--- src/rtl/gpio_pad_if.sv ---
// gpio_pad_if: controller/pad-ring bundle between the GPIO register block and gpio_pad_ctrl
interface gpio_pad_if #(
  parameter int GPIO_NUM = 32,
  parameter int DB_WIDTH = 8
);
  logic [GPIO_NUM-1:0] gpio_out_i;
  logic [GPIO_NUM-1:0] gpio_dir_i;
  logic [GPIO_NUM-1:0] gpio_iof_i;
  logic [GPIO_NUM-1:0] iof_out_i;
  logic [GPIO_NUM-1:0] iof_dir_i;
  logic [DB_WIDTH-1:0] db_cnt_i;
  logic [GPIO_NUM-1:0] pad_in_i;
  logic [GPIO_NUM-1:0] pad_out_o;
  logic [GPIO_NUM-1:0] pad_oe_o;
  logic [GPIO_NUM-1:0] gpio_in_o;
  logic [GPIO_NUM-1:0] iof_in_o;
  modport master (
    output gpio_out_i, gpio_dir_i, gpio_iof_i, iof_out_i, iof_dir_i, db_cnt_i, pad_in_i,
    input  pad_out_o, pad_oe_o, gpio_in_o, iof_in_o
  );
  modport slave (
    input  gpio_out_i, gpio_dir_i, gpio_iof_i, iof_out_i, iof_dir_i, db_cnt_i, pad_in_i,
    output pad_out_o, pad_oe_o, gpio_in_o, iof_in_o
  );
endinterface

--- src/rtl/gpio_pad_ctrl.sv ---
// gpio_pad_ctrl: registered pad output mux with alternate function, plus synchronised and debounced pad inputs
module gpio_pad_ctrl #(
  parameter int GPIO_NUM = 32,
  parameter int DB_WIDTH = 8
) (
  input logic clk_i,
  input logic rst_i,
  gpio_pad_if.slave bus
);
  logic [GPIO_NUM-1:0] s1, s2, st, pad_out, pad_oe;
  logic [DB_WIDTH-1:0] cnt [GPIO_NUM];
  logic [DB_WIDTH:0] thr;
  // one extra bit keeps cnt+1 from wrapping at the maximum threshold
  assign thr = (bus.db_cnt_i == '0) ? (DB_WIDTH+1)'(1) : {1'b0, bus.db_cnt_i};
  always_ff @(posedge clk_i) begin
    if (rst_i) begin
      s1 <= '0;
      s2 <= '0;
      st <= '0;
      pad_out <= '0;
      pad_oe <= '0;
      for (int i = 0; i < GPIO_NUM; i++) cnt[i] <= '0;
    end else begin
      s1 <= bus.pad_in_i;
      s2 <= s1;
      pad_out <= (bus.gpio_iof_i & bus.iof_out_i) | (~bus.gpio_iof_i & bus.gpio_out_i);
      pad_oe <= (bus.gpio_iof_i & bus.iof_dir_i) | (~bus.gpio_iof_i & bus.gpio_dir_i);
      for (int i = 0; i < GPIO_NUM; i++) begin
        if (s2[i] == st[i]) cnt[i] <= '0;
        else if ({1'b0, cnt[i]} + (DB_WIDTH+1)'(1) >= thr) begin
          st[i] <= s2[i];
          cnt[i] <= '0;
        end else cnt[i] <= cnt[i] + 1'b1;
      end
    end
  end
  assign bus.pad_out_o = pad_out;
  assign bus.pad_oe_o = pad_oe;
  assign bus.gpio_in_o = st;
  assign bus.iof_in_o = st;
endmodule
--- src/flat_wrapper.sv ---
// flat-port wrapper written by rule: the top's interface ports become plain ports
module gpio_pad_ctrl_flat 
#(
  parameter int GPIO_NUM = 32,
  parameter int DB_WIDTH = 8
)
  (clk_i, rst_i, bus_gpio_out_i, bus_gpio_dir_i, bus_gpio_iof_i, bus_iof_out_i, bus_iof_dir_i, bus_db_cnt_i, bus_pad_in_i, bus_pad_out_o, bus_pad_oe_o, bus_gpio_in_o, bus_iof_in_o);
  gpio_pad_if #(.GPIO_NUM(GPIO_NUM), .DB_WIDTH(DB_WIDTH)) bus_i ();
  input logic clk_i;
  input logic rst_i;
  input wire logic [$bits(bus_i.gpio_out_i)-1:0] bus_gpio_out_i;
  input wire logic [$bits(bus_i.gpio_dir_i)-1:0] bus_gpio_dir_i;
  input wire logic [$bits(bus_i.gpio_iof_i)-1:0] bus_gpio_iof_i;
  input wire logic [$bits(bus_i.iof_out_i)-1:0] bus_iof_out_i;
  input wire logic [$bits(bus_i.iof_dir_i)-1:0] bus_iof_dir_i;
  input wire logic [$bits(bus_i.db_cnt_i)-1:0] bus_db_cnt_i;
  input wire logic [$bits(bus_i.pad_in_i)-1:0] bus_pad_in_i;
  output wire logic [$bits(bus_i.pad_out_o)-1:0] bus_pad_out_o;
  output wire logic [$bits(bus_i.pad_oe_o)-1:0] bus_pad_oe_o;
  output wire logic [$bits(bus_i.gpio_in_o)-1:0] bus_gpio_in_o;
  output wire logic [$bits(bus_i.iof_in_o)-1:0] bus_iof_in_o;
  assign bus_i.gpio_out_i = bus_gpio_out_i;
  assign bus_i.gpio_dir_i = bus_gpio_dir_i;
  assign bus_i.gpio_iof_i = bus_gpio_iof_i;
  assign bus_i.iof_out_i = bus_iof_out_i;
  assign bus_i.iof_dir_i = bus_iof_dir_i;
  assign bus_i.db_cnt_i = bus_db_cnt_i;
  assign bus_i.pad_in_i = bus_pad_in_i;
  assign bus_pad_out_o = bus_i.pad_out_o;
  assign bus_pad_oe_o = bus_i.pad_oe_o;
  assign bus_gpio_in_o = bus_i.gpio_in_o;
  assign bus_iof_in_o = bus_i.iof_in_o;
  gpio_pad_ctrl #(.GPIO_NUM(GPIO_NUM), .DB_WIDTH(DB_WIDTH)) u_core (.clk_i(clk_i), .rst_i(rst_i), .bus(bus_i));
endmodule
--- config.mk ---
export PLATFORM = sky130hd
export DESIGN_NAME = gpio_pad_ctrl_flat
export DESIGN_NICKNAME = d
export VERILOG_FILES = /design/src/rtl/gpio_pad_if.sv /design/src/rtl/gpio_pad_ctrl.sv /design/src/flat_wrapper.sv
export SDC_FILE = /design/constraint.sdc
export NUM_CORES = 1
export LEC_CHECK = 0
export ABC_AREA = 1
export BUFFER_PORTS_ARGS = -buffer_cell sky130_fd_sc_hd__buf_4
export CAP_MARGIN = 20
export CORE_MARGIN = 1.5
export CORE_UTILIZATION = 38
export CTS_CLUSTER_SIZE = 25
export DETAILED_ROUTE_END_ITERATION = 10
export GPL_ROUTABILITY_DRIVEN = 0
export SLEW_MARGIN = 20
export SYNTH_ARGS = -nofsm -noshare
export SYNTH_HDL_FRONTEND = slang
export SYNTH_SLANG_ARGS = --single-unit
--- constraint.sdc ---
create_clock -name clk_i -period 3.8 [get_ports clk_i]
set_input_delay 0.19 -clock clk_i [delete_from_list [all_inputs] [get_ports clk_i]]
set_output_delay 0.19 -clock clk_i [all_outputs]
set_load 0.02 [all_outputs]
### Word level (Yosys, flattened, before mapping)

Memories as Yosys holds them, arrays and structs flattened.
Cells that the tools add are included.

* bits in registers: 160
* memories: 1
* bits in writable memories: 256
* output and inout bits: 128
* input bits: 202
* logic and storage cells: 784

Memory list
* u_core.cnt: depth 32, width 8, rd ports 32, clocked after Yosys merged registers in 0, wr ports 32, line gpio_pad_ctrl.sv:11 `logic [DB_WIDTH-1:0] cnt [GPIO_NUM];`

* $add $sub $neg: 64
* mux-type cells: 451
* equality and inequality tests: 32
* $lt $le $gt $ge: 32
* reduce and logical (&&, ||, !) cells: 33
* bitwise gates (word level): 135

Operators by type and width (number)
* $mux 8: 97
* $mux 1: 354
* $add 8x1->9 const B: 32
* $ge 9x9->1: 32
* $add 8x1->8 const B: 32
* $and 32x32->32: 4
* $or 1x1->1: 96
* $or 32x32->32: 2
* $reduce_and 2->1: 32
* $eq 1x1->1: 32
* $not 1->1: 32
* $not 32->32: 1
* $logic_not 8->1: 1

### Logic depth before layout (Yosys ltp)

* depth in word-level cells: 9
* depth in mapped cells: 17
* depth with buffers taken out: 17

### Least setup slack after synthesis

Ideal clock, no wire load.

* path kind: input -> register
* start: in bus_db_cnt_i[7]
* end: mem u_core.cnt[25][0] (netlist: u_core.cnt[1][72]) (data pin)
* cell stages on the path: 9
* required time: 3657 ps
* data arrival time: 2643 ps
* slack: 1014 ps
* buffers on the path: 0
* library setup time: 143 ps
* cell sequence: inv_1 -> a41o_1 -> ha_1 -> nand2_1 -> nor2_1 -> a31o_2 -> nor2_1 -> nand4_2 -> nor2_1

RTL lines
* start, declared: line flat_wrapper.sv:16 `input wire logic [$bits(bus_i.db_cnt_i)-1:0] bus_db_cnt_i;`
* end, declared: line gpio_pad_ctrl.sv:11

==> impl_metrics.yaml <==
timing:
  fin_crit_sh_pct: 78.0
  holdWs_ps: 70.1
  period_needed_ps: 2960
  finalSetupTns_ps: 0
  final_hold_viol_count: 0
  fmax_mhz: 338
  setup_viol: 0
  worst_slew_pin_slew_ps: 833
  rsz0062_at_grt: "no"
  skew_ps: 17.8
  report.final.slew_viol_count: 0
  slew_headroom_pct: 44.4
drt:
  drtPass1Iterations: 6
  wl_um: 65800
  antenna_left: 0
  drt_iter0_markers: 1153
  num_vias: 21500
  drc_errors: 0
  wl_per_cell_um: 13.4
  viasPerCell: 4.39
cts:
  root_buffer: "clkbuf_16"
  clk_pin_slew_worst_paths_ps: 60
  max-clock-path-buffers: 3
  post_cts_buffers: 0
  cts_buffers: 51
  cts_tree: "done"
  clock_latency_ps: 600
  clock_sinks: 416
  htreeDepth: 2
yosys:
  netlist_area_sq_um: 25600
  synth_edf_count: 256
  synth_seq_cells: 416
  synth_seq_area_share_pct: 42.5
  synth.avg_cell_area_sq_um: 8.10
  yosys_warnings: 0
  ys.flop_type: "edfxtp_1"
  ys_types: 40
  netlist_instances: 3160
  async_flop_share_pct: 0
finish:
  final_common_cell: "inv_1"
  fin_nets: 4481
  final_area_sq_um: 34100
  multi_input_area_sq_um: 13100
  fillCellCount: 6257
  seq_area_sq_um: 10900
  most-common-layout-cells: "590 x inv_1, 585 x nor2_1, 573 x nand2_1"
  syn_to_final_growth_pct: 33.0
  drive_gt1_share_pct: 12.0
worst_setup_path:
  crit_path_end_kind: "register"
  worstSetupPathType: "input pin to register"
  r2r_slack_ps: 1130
  r2r_cells: 13
  cp_slowest_cell: "dlygate4sd3_1"
  timing.rr.end: "u_core.cnt[1][72]$_SDFFCE_PP0P_"
  cp.arrival_ps: 3490
  critical_path.max_fanout: 41
  crit_start: "rst_i"
  cp_slowest_stage_delay_ps: 620
  crit_required_ps: 4320
  path_cells: "dlygate4sd3_1, buf_4, inv_4, buf_4, buf_4, o21ai_0, dlygate4sd3_1, nor2_1, dlygate4sd3_1"
  crit_end: "u_core.bus.pad_oe_o[4]$_SDFF_PP0_"
  r2r_start: "u_core.cnt[1][72]$_SDFFCE_PP0P_"
  start_kind: "input pin"
power_and_ir_drop:
  p_seq_share_pct: 41.7
  combPwrFrac_pct: 17.4
  vdd_drop_max_v: 0.000290
  switchingPower_w: 0.00351
  p_clk_share_pct: 40.9
  swShare_pct: 27.8
  leakage_nw: 17.7
  internal_power_w: 0.00915
  power_density_nw_per_um2: 372
global_route:
  grt_pass1_wl_um: 107000
  grt_overflow: 0
  antenna_found_initial: 3
  grt_usage_pct: 19.3
  grt_pass1_vias: 21100
  grt_max_degree: 44
die:
  core_sq_um: 66200
  initial_core_util_pct: 38.7
  die_h_um: 263
  die_area_sq_um: 69000
  die_w_um: 263
  rows: 94
  ios: 330
placed_design:
  dp_hpwl_um: 45700
  port_buffers: 329
  placed_cell_area_sq_um: 29900
outcome:
  status: "finished, final reports clean"
min_path:
  worstHoldPathType: "input pin to register"
run:
  cap_violations: 0
routing by layer:
metal / vias up / wire length (um) / global-route usage (%)
met3: 162 / 4160 / 5.17
met4: 2 / 2070 / 6.14
li1: 11400 / - / -
met5: - / 140 / 1.46
met2: 434 / 28800 / 31.2
met1: 9485 / 30600 / 24.8
layout make-up:
class | count | share of cell area, %
well taps | 864 | 3.17
inverters | 598 | 6.60
flip-flops and latches | 416 | 32.0
diodes | 2 | 0.0147
clock buffers | 69 | 4.72
clock inverters | 26 | 0.599
repair buffers | 575 | 14.5
multi-input cells | 2349 | 38.4
critical path, delay by kind of cell:
| family | cells | cell delay, ps |
|---|---|---|
| buffers and inverters | 7 | 2980 |
| AOI/OAI and AO/OA | 1 | 170 |
| and+or+nand+nor | 1 | 100 |
kinds of logic (layout without fill, tap and decap cells):
logic type                 after synthesis  in the layout  share of synthesized area (%)
adders and majority gates              288            288                           14.1
and+or+nand+nor                       1401           1401                           22.8
other                                    1            258                         0.0146
xor gates and xnor gates               163            163                           5.57
buffers and inverters                  650           1268                           10.1
AOI/OAI and AO/OA                      241            241                           4.98
DFF                                    416            416                           42.5
sequential cells by signal, summed over array words and instances (netlist names):
| register | flops |
|---|---|
| u_core.bus.gpio_in_o | 32 |
| u_core.bus.pad_oe_o | 32 |
| u_core.s1 | 32 |
| u_core.s2 | 32 |
| u_core.bus.pad_out_o | 32 |
| u_core.cnt | 256 |
synth_stat cells, types with 4 or more instances:
cell	n	area share, %
a21o_1	4	0.12
a21oi_1	115	2.2
a31oi_1	20	0.49
a41oi_1	5	0.17
and3_1	14	0.34
buf_2	6	0.12
buf_4	34	1.0
clkbuf_1	11	0.16
dfxtp_1	160	13
edfxtp_1	256	30
ha_1	288	14
inv_1	597	8.8
nand2_1	573	8.4
nand3_1	126	2.5
nand3_2	9	0.35
nand3b_1	12	0.35
nand4_1	22	0.54
nand4_2	6	0.29
nor2_1	585	8.6
nor2_2	6	0.15
nor2b_1	7	0.17
nor3_1	13	0.25
o21ai_0	92	1.8
or2_2	12	0.29
or3_1	7	0.17
xnor2_1	16	0.55
xor2_1	147	5.0
power groups by stage:
| stage | sequential, W | combinational [W] | clock [W] |
|---|---|---|---|
| floorplan | 0.00540 | 0.00123 | 0 |
| global placement | 0.00537 | 0.00195 | 0 |
| detailed placement | 0.00537 | 0.00197 | 0 |
| CTS | 0.00528 | 0.00218 | 0.00531 |
| global route | 0.00531 | 0.00252 | 0.00548 |
| finish | 0.00528 | 0.00220 | 0.00518 |
per-stage QoR:
step | setup WS (ps) | total power [W] | instances | util [%]
2_1_floorplan | 1010 | 0.00663 | 3415 | -
3_3_place_gp | 1000 | 0.00731 | 4569 | 45.2
3_5_place_dp | 914 | 0.00734 | 4569 | 45.2
4_1_cts | 1010 | 0.0128 | 4897 | 51.4
5_1_grt | 725 | 0.0133 | 4899 | 51.5
6_report | 837 | 0.0127 | 4899 | 51.5
worst min-delay path by stage:
| stage | startpoint | end | slack [ps] | cells after the start |
|---|---|---|---|---|
| after floorplan | bus_pad_in_i[0] | u_core.s1[0]$_SDFF_PP0_ | 300 | 2 |
| after global placement | u_core.s1[13]$_SDFF_PP0_ | u_core.s2[13]$_SDFF_PP0_ | 390 | 2 |
| after detailed placement | u_core.s1[18]$_SDFF_PP0_ | u_core.s2[18]$_SDFF_PP0_ | 390 | 2 |
| after CTS | bus_iof_out_i[19] | u_core.bus.pad_out_o[19]$_SDFF_PP0_ | 20 | 3 |
| after global routing | bus_iof_out_i[19] | u_core.bus.pad_out_o[19]$_SDFF_PP0_ | 70 | 3 |
| final | bus_gpio_out_i[20] | u_core.bus.pad_out_o[20]$_SDFF_PP0_ | 70 | 3 |
repair_timing:
item	4_1_cts	5_1_grt
hold endpoints to repair	106	0
hold buffers	233	0
resized for setup	0	0
Note: power is estimated with default switching activity, not from simulation.
